**src/rtl/rgmii_pkg.sv**
```systemverilog
// Shared types for the RGMII receive path: speed codes, in-band status fields,
// and the nibble assembly FSM state.
package rgmii_pkg;

    typedef enum logic [1:0] {
        SPD_10   = 2'b00,
        SPD_100  = 2'b01,
        SPD_1000 = 2'b10
    } speed_t;

    typedef struct packed {
        logic       link;
        logic [1:0] speed;
        logic       duplex;
    } rgmii_status_t;

    typedef enum logic [1:0] {
        ST_IDLE = 2'b00,
        ST_LOW  = 2'b01,
        ST_HIGH = 2'b10
    } nib_state_t;

    // In-band status occupies the rising-edge nibble during inter-frame gaps.
    function automatic rgmii_status_t decode_status(input logic [3:0] dat);
        rgmii_status_t s;
        s.link   = dat[0];
        s.speed  = dat[2:1];
        s.duplex = dat[3];
        return s;
    endfunction

endpackage

```
**src/rtl/rgmii_inband_status_filter.sv**
```systemverilog
// Debounces RGMII in-band link status and produces the status change pulse,
// merging in speed changes that the adapter applies later than link/duplex.
module rgmii_inband_status_filter
    import rgmii_pkg::*;
#(
    parameter logic [1:0] DEFAULT_SPEED = 2'b10,
    parameter int         STATUS_FILTER = 4
) (
    input  logic       clk,
    input  logic       rst,
    input  logic [3:0] ddr_dat_l,
    input  logic       ddr_ctl_l,
    input  logic       ddr_ctl_h,
    input  logic       speed_upd,
    output logic       link_up,
    output logic       full_duplex,
    output logic [1:0] filt_speed_nxt,
    output logic       status_chg
);

    localparam logic [7:0] FILT_MAX = 8'(STATUS_FILTER);

    rgmii_status_t smp;
    rgmii_status_t prev_smp;
    logic          smp_take;
    logic          smp_ok;
    logic [7:0]    cnt;
    logic [7:0]    cnt_nxt;
    logic [1:0]    filt_speed;
    logic          link_nxt;
    logic          dup_nxt;

    // Only ctl = 00 carries status; other inter-frame codes leave the run count alone.
    always_comb begin
        smp            = decode_status(ddr_dat_l);
        smp_take       = !ddr_ctl_l && !ddr_ctl_h;
        smp_ok         = (smp.speed != 2'b11);
        cnt_nxt        = cnt;
        link_nxt       = link_up;
        dup_nxt        = full_duplex;
        filt_speed_nxt = filt_speed;
        if (smp_take) begin
            if (!smp_ok) begin
                cnt_nxt = 8'd0;
            end else if (smp == prev_smp) begin
                cnt_nxt = (cnt >= FILT_MAX) ? FILT_MAX : cnt + 8'd1;
            end else begin
                cnt_nxt = 8'd1;
            end
            if (smp_ok && cnt_nxt == FILT_MAX) begin
                link_nxt = smp.link;
                dup_nxt  = smp.duplex;
                // A link-down report carries no trustworthy speed.
                if (smp.link) begin
                    filt_speed_nxt = smp.speed;
                end
            end
        end
    end

    always_ff @(posedge clk) begin
        if (rst) begin
            cnt         <= 8'd0;
            prev_smp    <= '0;
            link_up     <= 1'b0;
            full_duplex <= 1'b0;
            filt_speed  <= DEFAULT_SPEED;
            status_chg  <= 1'b0;
        end else begin
            cnt         <= cnt_nxt;
            if (smp_take && smp_ok) begin
                prev_smp <= smp;
            end
            link_up     <= link_nxt;
            full_duplex <= dup_nxt;
            filt_speed  <= filt_speed_nxt;
            status_chg  <= (link_nxt != link_up) || (dup_nxt != full_duplex) || speed_upd;
        end
    end

endmodule

```
**src/rtl/rgmii_rx_mode_adapter.sv**
```systemverilog
// RGMII receive stage: rebuilds GMII bytes at 1000M or from nibble pairs at
// 10/100M, follows in-band status for the active speed, and counts anomalies.
module rgmii_rx_mode_adapter
    import rgmii_pkg::*;
#(
    parameter int         SPEED_AUTO    = 1,
    parameter logic [1:0] DEFAULT_SPEED = 2'b10,
    parameter int         STATUS_FILTER = 4,
    parameter int         CNT_W         = 16
) (
    input  logic             clk,
    input  logic             rst,
    input  logic [3:0]       ddr_dat_l,
    input  logic [3:0]       ddr_dat_h,
    input  logic             ddr_ctl_l,
    input  logic             ddr_ctl_h,
    input  logic [1:0]       speed_force,
    output logic [7:0]       gmii_rx_dat,
    output logic             gmii_rx_val,
    output logic             gmii_rx_err,
    output logic             link_up,
    output logic [1:0]       speed,
    output logic             full_duplex,
    output logic             status_chg,
    output logic [CNT_W-1:0] odd_nib_cnt,
    output logic [CNT_W-1:0] rx_err_cnt
);

    nib_state_t state;
    nib_state_t state_nxt;
    logic [3:0] low_nib;
    logic [3:0] low_nxt;
    logic       pend_err;
    logic       pend_nxt;
    logic       dv;
    logic       er;
    logic [7:0] dat_nxt;
    logic       val_nxt;
    logic       err_nxt;
    logic       odd_inc;
    logic [1:0] filt_speed_nxt;
    logic [1:0] speed_target;
    logic       speed_apply;
    logic       speed_upd;

    assign dv           = ddr_ctl_l;
    assign er           = ddr_ctl_l ^ ddr_ctl_h;
    assign speed_target = (SPEED_AUTO != 0) ? filt_speed_nxt : speed_force;
    // Speed may only move between frames so a byte is never split across modes.
    assign speed_apply  = (state == ST_IDLE) && !dv;
    assign speed_upd    = speed_apply && (speed_target != speed);

    rgmii_inband_status_filter #(
        .DEFAULT_SPEED (DEFAULT_SPEED),
        .STATUS_FILTER (STATUS_FILTER)
    ) u_status_filter (
        .clk            (clk),
        .rst            (rst),
        .ddr_dat_l      (ddr_dat_l),
        .ddr_ctl_l      (ddr_ctl_l),
        .ddr_ctl_h      (ddr_ctl_h),
        .speed_upd      (speed_upd),
        .link_up        (link_up),
        .full_duplex    (full_duplex),
        .filt_speed_nxt (filt_speed_nxt),
        .status_chg     (status_chg)
    );

    always_comb begin
        state_nxt = state;
        low_nxt   = low_nib;
        pend_nxt  = pend_err;
        dat_nxt   = 8'h00;
        val_nxt   = 1'b0;
        err_nxt   = 1'b0;
        odd_inc   = 1'b0;
        if (speed == SPD_1000) begin
            dat_nxt   = {ddr_dat_h, ddr_dat_l};
            val_nxt   = dv;
            err_nxt   = er;
            state_nxt = ST_IDLE;
        end else begin
            case (state)
                ST_IDLE, ST_LOW: begin
                    if (dv) begin
                        low_nxt   = ddr_dat_l;
                        pend_nxt  = er;
                        state_nxt = ST_HIGH;
                    end else begin
                        state_nxt = ST_IDLE;
                    end
                end
                ST_HIGH: begin
                    val_nxt  = 1'b1;
                    pend_nxt = 1'b0;
                    if (dv) begin
                        dat_nxt   = {ddr_dat_l, low_nib};
                        err_nxt   = pend_err | er;
                        state_nxt = ST_LOW;
                    end else begin
                        // Frame ended on a lone nibble: flush it flagged as bad.
                        dat_nxt   = {4'h0, low_nib};
                        err_nxt   = 1'b1;
                        odd_inc   = 1'b1;
                        state_nxt = ST_IDLE;
                    end
                end
                default: state_nxt = ST_IDLE;
            endcase
        end
    end

    always_ff @(posedge clk) begin
        if (rst) begin
            state       <= ST_IDLE;
            low_nib     <= 4'h0;
            pend_err    <= 1'b0;
            gmii_rx_dat <= 8'h00;
            gmii_rx_val <= 1'b0;
            gmii_rx_err <= 1'b0;
            speed       <= DEFAULT_SPEED;
            odd_nib_cnt <= '0;
            rx_err_cnt  <= '0;
        end else begin
            state       <= state_nxt;
            low_nib     <= low_nxt;
            pend_err    <= pend_nxt;
            gmii_rx_dat <= dat_nxt;
            gmii_rx_val <= val_nxt;
            gmii_rx_err <= err_nxt;
            if (speed_apply) begin
                speed <= speed_target;
            end
            if (odd_inc && odd_nib_cnt != '1) begin
                odd_nib_cnt <= odd_nib_cnt + CNT_W'(1);
            end
            if (val_nxt && err_nxt && rx_err_cnt != '1) begin
                rx_err_cnt <= rx_err_cnt + CNT_W'(1);
            end
        end
    end

endmodule

```
**config.mk**
```make
export PLATFORM = sky130hd
export DESIGN_NAME = rgmii_rx_mode_adapter
export DESIGN_NICKNAME = d
export VERILOG_FILES = /design/src/rtl/rgmii_pkg.sv /design/src/rtl/rgmii_inband_status_filter.sv /design/src/rtl/rgmii_rx_mode_adapter.sv
export SDC_FILE = /design/constraint.sdc
export NUM_CORES = 1
export LEC_CHECK = 0
export BUFFER_PORTS_ARGS = -buffer_cell sky130_fd_sc_hd__buf_2
export CAP_MARGIN = 10
export CORE_ASPECT_RATIO = 1.4
export CORE_UTILIZATION = 45
export CTS_BUF_LIST = sky130_fd_sc_hd__clkbuf_16
export DETAILED_ROUTE_END_ITERATION = 10
export PLACE_DENSITY = 0.75
export SYNTH_ARGS = -nofsm -noshare
export SYNTH_HDL_FRONTEND = slang
export SYNTH_SLANG_ARGS = --single-unit
```
**constraint.sdc**
```tcl
create_clock -name clk -period 2.3 [get_ports clk]
set_clock_uncertainty 0.05 [all_clocks]
set_input_delay 0.345 -clock clk [delete_from_list [all_inputs] [get_ports clk]]
set_output_delay 0.345 -clock clk [all_outputs]
set_load 0.005 [all_outputs]
```
* Word-level counts from Yosys, hierarchy flattened
Cells that the tools add are included.
Widths: inputs -> output; s select.
** Cells by class
- Add/subtract/negate cells :: 3
- $lt $le $gt $ge :: 1
- Equal/unequal tests :: 12
- Mux-type cells :: 27
- Bitwise gates (word level) :: 3
- Reduce and logical (&&, ||, !) cells :: 18
** Operators by type and width (count)
- $mux 8 :: 7
- $add 16x1->16 const B :: 2
- $ne 16x16->1 const B :: 2
- $mux 1 :: 14
- $add 8x1->8 const B :: 1
- $eq 8x3->1 const B :: 1
- $ge 8x3->1 const B :: 1
- $logic_and 1x1->1 :: 8
- $mux 2 :: 4
- $reduce_and 3->1 :: 2
- $eq 2x2->1 const B :: 2
- $eq 4x4->1 :: 1
- $ne 2x2->1 const B :: 2
- $pmux 2 s2 :: 1
- $reduce_or 2->1 :: 2
- $eq 2x1->1 const B :: 1
- $logic_not 1->1 :: 2
- $logic_not 2->1 :: 1
- $logic_or 1x1->1 :: 2
- $ne 1x1->1 :: 2
- $ne 2x2->1 :: 1
- $pmux 1 s2 :: 1
- $reduce_bool 2->1 :: 1
- $not 1->1 :: 1
- other kinds (2) :: 2
** Word-level totals
- Flip-flop bits (word level) :: 68
- Bits of input ports :: 14
- Output and inout port bits :: 47
- Word-level logic and storage cells :: 81

* Depth between registers and ports, before layout
- Depth after elaboration :: 12
- Gate-level depth with buffers :: 8
- Gate-level depth less buffers :: 7

* Modules after synthesis
Synthesis repeated with hierarchy kept, for this count alone.
** Unflattened totals
- Cell total of the unflattened synthesis :: 359
- Area total of the unflattened synthesis :: 3283.1 um^2
** By module, submodules not included
- rgmii_rx_mode_adapter :: times used 1, cells an instance 271, area an instance 2474.9 um^2, seq. area each 1021.0 um^2
- rgmii_inband_status_filter :: times used 1, cells an instance 88, area an instance 808.3 um^2, seq. area each 340.3 um^2

* Worst setup path after synthesis
OpenSTA, ideal clock, no wires.
- Path kind :: flip-flop to flip-flop
- Start point :: register rx_err_cnt[0]
- End point :: register rx_err_cnt[15]
- Setup time :: 0.123 ns
- Data arrival time :: 1.727 ns
- Required time :: 2.127 ns
- Path slack :: 0.399 ns
- Stages on the path, launching flop included :: 8
- Path buffers :: 1
- Period minus slack after synthesis :: 1.901 ns
- Path through :: dfxtp_1 -> ha_1 -> nand2_1 -> nor4_1 -> and2b_1 -> buf_4 -> nor4b_1 -> mux2_1
** On the way
- Word-level cells in the longest chain between the ends :: 2
- Elaborated cells on any way between the ends :: 3
- Classes of those cells :: add/sub (1); eq/ne (1); reduce/logical (1)
** RTL lines
- start, declared :: RTL line rgmii_rx_mode_adapter.sv:26 : output logic [CNT_W-1:0] rx_err_cnt
- start signal, assigned :: RTL line rgmii_rx_mode_adapter.sv:138 : rx_err_cnt <= rx_err_cnt + CNT_W'(1);
- branches (longest 2 deep; another with $add 16x1->16)
Parallel ways; which one is timed is not known.
A chain may end at the register's enable or synchronous reset.

* Worst setup path after layout
- Start point :: register speed[1]
- End point :: register rx_err_cnt[4]
** On the way
- Word-level cells in the longest chain between the ends :: 4
- Elaborated cells on any way between the ends :: 5
- Classes of those cells :: eq/ne (1); mux (2); reduce/logical (2)
** RTL lines
- start, declared :: RTL line rgmii_rx_mode_adapter.sv:22 : output logic [1:0] speed,
- start signal, assigned :: RTL line rgmii_rx_mode_adapter.sv:132 : speed <= speed_target;
- $eq 2x2->1 (*) :: RTL line rgmii_rx_mode_adapter.sv:77 : if (speed == SPD_1000) begin
- $mux 1 :: RTL line rgmii_rx_mode_adapter.sv:77
- $logic_and 1x1->1 (*) (2 in a row) :: RTL line rgmii_rx_mode_adapter.sv:137 : if (val_nxt && err_nxt && rx_err_cnt != '1) begin
Mark *: on every way between the ends. The rest lies on a longest branch, timed or not.

==> results.py <==
metrics = {
    "run_status": {
        "status": "completed",
    },
    "critical_path": {
        "cp_data_required_time_ns": 2.51,
        "cp.arrival_ns": 2.35,
        "critPathKind": "reg2reg",
        "r2r_cells": 6,
        "endpoint_kind": "register",
        "cp_max_fo": 13,
        "cp-start-kind": "register",
    },
    "logic_synthesis": {
        "synth_top_family_by_area": "simple AND/OR/NAND/NOR gates",
        "async_flop_share_pct": 0,
        "synth_compound_area_share_pct": 13.1,
        "synthSimpleGateAreaFrac_pct": 29.5,
        "synth_area_mm2": 0.00318,
        "yosysMostFrequentCell": "dfxtp_1",
        "synth_top_area_share_pct": 42.8,
        "ys_seq_elements": 68,
        "ys.flop_type": "dfxtp_1",
        "synth_fa_ha_area_share_pct": 1.96,
        "ys_types": 55,
        "ys_top_cells_by_count": "dfxtp_1 (68), nor2_1 (46), nand2_1 (30)",
        "ys_warn_count": 0,
        "synthCells": 365,
        "syn_area_per_cell_um2": 8.72,
        "yosysTopAreaCell": "dfxtp_1",
        "synth_enable_flop_cells": 0,
        "synth_area_leaders": "dfxtp_1 (43%), nor2_1 (5.4%), a21oi_1 (3.6%)",
        "synth_nets": 384,
        "muxShareOfSynthArea_pct": 3.30,
        "ys_seq_area_share_pct": 42.8,
        "synthXorXnorAreaFrac_pct": 5.78,
    },
    "hold_path": {
        "min_path_cells": 2,
        "hold_class": "in2reg",
    },
    "placement": {
        "place.gp.congestion": 0.817,
        "dpl-instance-area_mm2": 0.00366,
        "hpwl_um": 5280,
        "port-buffer-count": 58,
    },
    "power": {
        "power.share.sequential_pct": 45.1,
        "intPower_uw": 2090,
        "power_density_mw_per_mm2": 682,
        "leakage_uw": 0.00159,
        "power_frac_clock_pct": 48.7,
        "switching_share_pct": 22.2,
        "combPwrFrac_pct": 6.2,
        "power_uw": 2690,
        "ir_worst_vdd_mv": 0.392,
        "p_sw_uw": 597,
    },
    "grt": {
        "overflow": 0,
        "grt_max_degree": 30,
        "grtUsageMet1_pct": 25.8,
        "antenna_found_initial": 0,
        "first_global_vias": 2750,
        "met3_usage_pct": 4.78,
        "grt_first_pass_wirelength_um": 12500,
        "globalRouteTotalUtil_pct": 21.7,
        "top_usage_layer": "met2",
        "met2_usage_pct": 36.5,
    },
    "timing": {
        "fin_setup_tns_ns": 0,
        "period_minus_slack_ns": 2.15,
        "setup_viol": 0,
        "hold_viol": 0,
        "max_freq_ghz": 0.466,
        "drv_slew": 0,
        "fin_crit_sh_pct": 93.3,
        "hold_ws_ns": 0.179,
        "grt_setup_unrepaired": "false",
        "tightestPinTransition_ns": 0.562,
        "slew_headroom_pct": 62.6,
    },
    "job": {
        "drv_cap": 0,
    },
    "detailed_routing": {
        "drc": 0,
        "wire_per_inst_um": 13.7,
        "viasPerCell": 5.49,
        "vias": 2930,
        "drt_iter0_drc": 159,
        "wirelength_um": 7340,
        "ant_nets": 0,
        "drt_first_pass_iters": 4,
    },
    "clocking": {
        "path_clk_slew_ns": 0.05,
        "cts_buffer_depth": 2,
        "clock_latency_ns": 0.33,
        "cts_sinks": 68,
        "cts_tree": "built",
        "cts-resized-gates": 0,
        "cts_setup_buffers": 0,
        "numCtsBuffers": 9,
        "h-tree-depth": 3,
        "cts_root_buf": "clkbuf_16",
        "holdBufCountCts": 0,
    },
    "die": {
        "die_w_um": 73.1,
        "rows": 35,
        "core-area_mm2": 0.00670,
        "fp.dieH_um": 102,
        "initial_core_util_pct": 47.5,
        "fp.dieArea_mm2": 0.00742,
        "io_pins": 61,
    },
    "finish": {
        "drive_gt1_share_pct": 22.9,
        "area_growth_pct": 23.7,
        "fin_nets": 456,
        "finalInstanceArea_mm2": 0.00394,
        "fill_cells": 595,
        "diodes": 0,
    },
}
path summary, 6_finish.rpt:
check,startpoint,to,slack (ns)
hold reg to reg,u_status_filter.cnt[5]$_SDFFE_PP0P_,u_status_filter.cnt[5]$_SDFFE_PP0P_,0.41
setup reg to reg,speed[1]$_SDFFE_PP1P_,rx_err_cnt[4]$_SDFFE_PP0P_,0.15
hold / removal,ddr_dat_h[0],gmii_rx_dat[4]$_SDFF_PP0_,0.18
setup / recovery,speed[1]$_SDFFE_PP1P_,rx_err_cnt[4]$_SDFFE_PP0P_,0.15
flip-flops by register name, indices dropped and copies added (netlist names):
register	flops
gmii_rx_err	1
u_status_filter.cnt	8
speed	2
odd_nib_cnt	16
gmii_rx_dat	8
u_status_filter.prev_smp	4
pend_err	1
state	2
u_status_filter.filt_speed	2
gmii_rx_val	1
rx_err_cnt	16
u_status_filter.link_up	1
u_status_filter.status_chg	1
low_nib	4
u_status_filter.full_duplex	1
per-layer routing:
metal	part of all wire (%)	vias to the layer above
met2	50	74
met1	43	1385
met4	2.2	0
met3	4.7	13
met5	0	-
li1	-	1458
cells in the final DEF, fill, tap and decap left out, drive strengths merged, types with 2 or more instances in the layout:
cell and count:
a211oi 2, a21oi 23, a22o 4, a22oi 4, and2 5, and3 3
and4 2, buf 78, clkbuf 9, clkinv 5, dfxtp 68, ha 5
inv 9, mux2 4, mux2i 6, nand2 30, nand2b 4, nand3 16
nand4 13, nor2 46, nor2b 6, nor3 19, nor4 7, o211ai 3
o21ai 10, o31ai 3, o41ai 7, or2 2, or3 5, or4 3
or4b 6, xnor2 13, xor2 8
layout make-up:
| class | instances | area, um^2 | share of cell area (%) |
|---|---|---|---|
| flip-flops and latches | 68 | 1360 | 34.6 |
| clock buffers | 9 | 225 | 5.72 |
| inverters | 8 | 30.0 | 0.762 |
| well taps | 92 | 115 | 2.92 |
| multi-input cells | 272 | 1710 | 43.4 |
| repair buffers | 78 | 440 | 11.2 |
| clock inverters | 7 | 58.8 | 1.49 |
power by group through the flow:
stage | clock network (uW) | registers [uW] | logic [uW]
2_1_floorplan | 0 | 1240 | 102
3_3_place_gp | 0 | 1240 | 163
3_5_place_dp | 0 | 1240 | 166
4_1_cts | 1330 | 1210 | 167
5_1_grt | 1380 | 1210 | 186
6_report | 1310 | 1210 | 167
per-stage QoR:
stage | utilization [%] | instances | setup slack, ns
6_report | 58.8 | 534 | 0.155
5_1_grt | 58.8 | 534 | 0.0217
4_1_cts | 58.8 | 534 | 0.195
3_5_place_dp | 54.6 | 518 | 0.0937
3_3_place_gp | 54.6 | 518 | 0.144
2_1_floorplan | - | 365 | 0.399
cell families after synthesis:
group,count (synthesis)
xor+xnor,21
flops,68
mux,10
simple gates,172
compound gates,64
buf+inv,25
fa+ha+maj,5
critical path: stages (launching register included):
cell      delay, ns
dfxtp_1        0.46
nand2b_1       0.18
nand2_1        0.16
nand3_1        0.31
buf_4          0.30
or4_1          0.46
a21oi_1        0.15
Note: power is estimated with default switching activity, not from simulation.
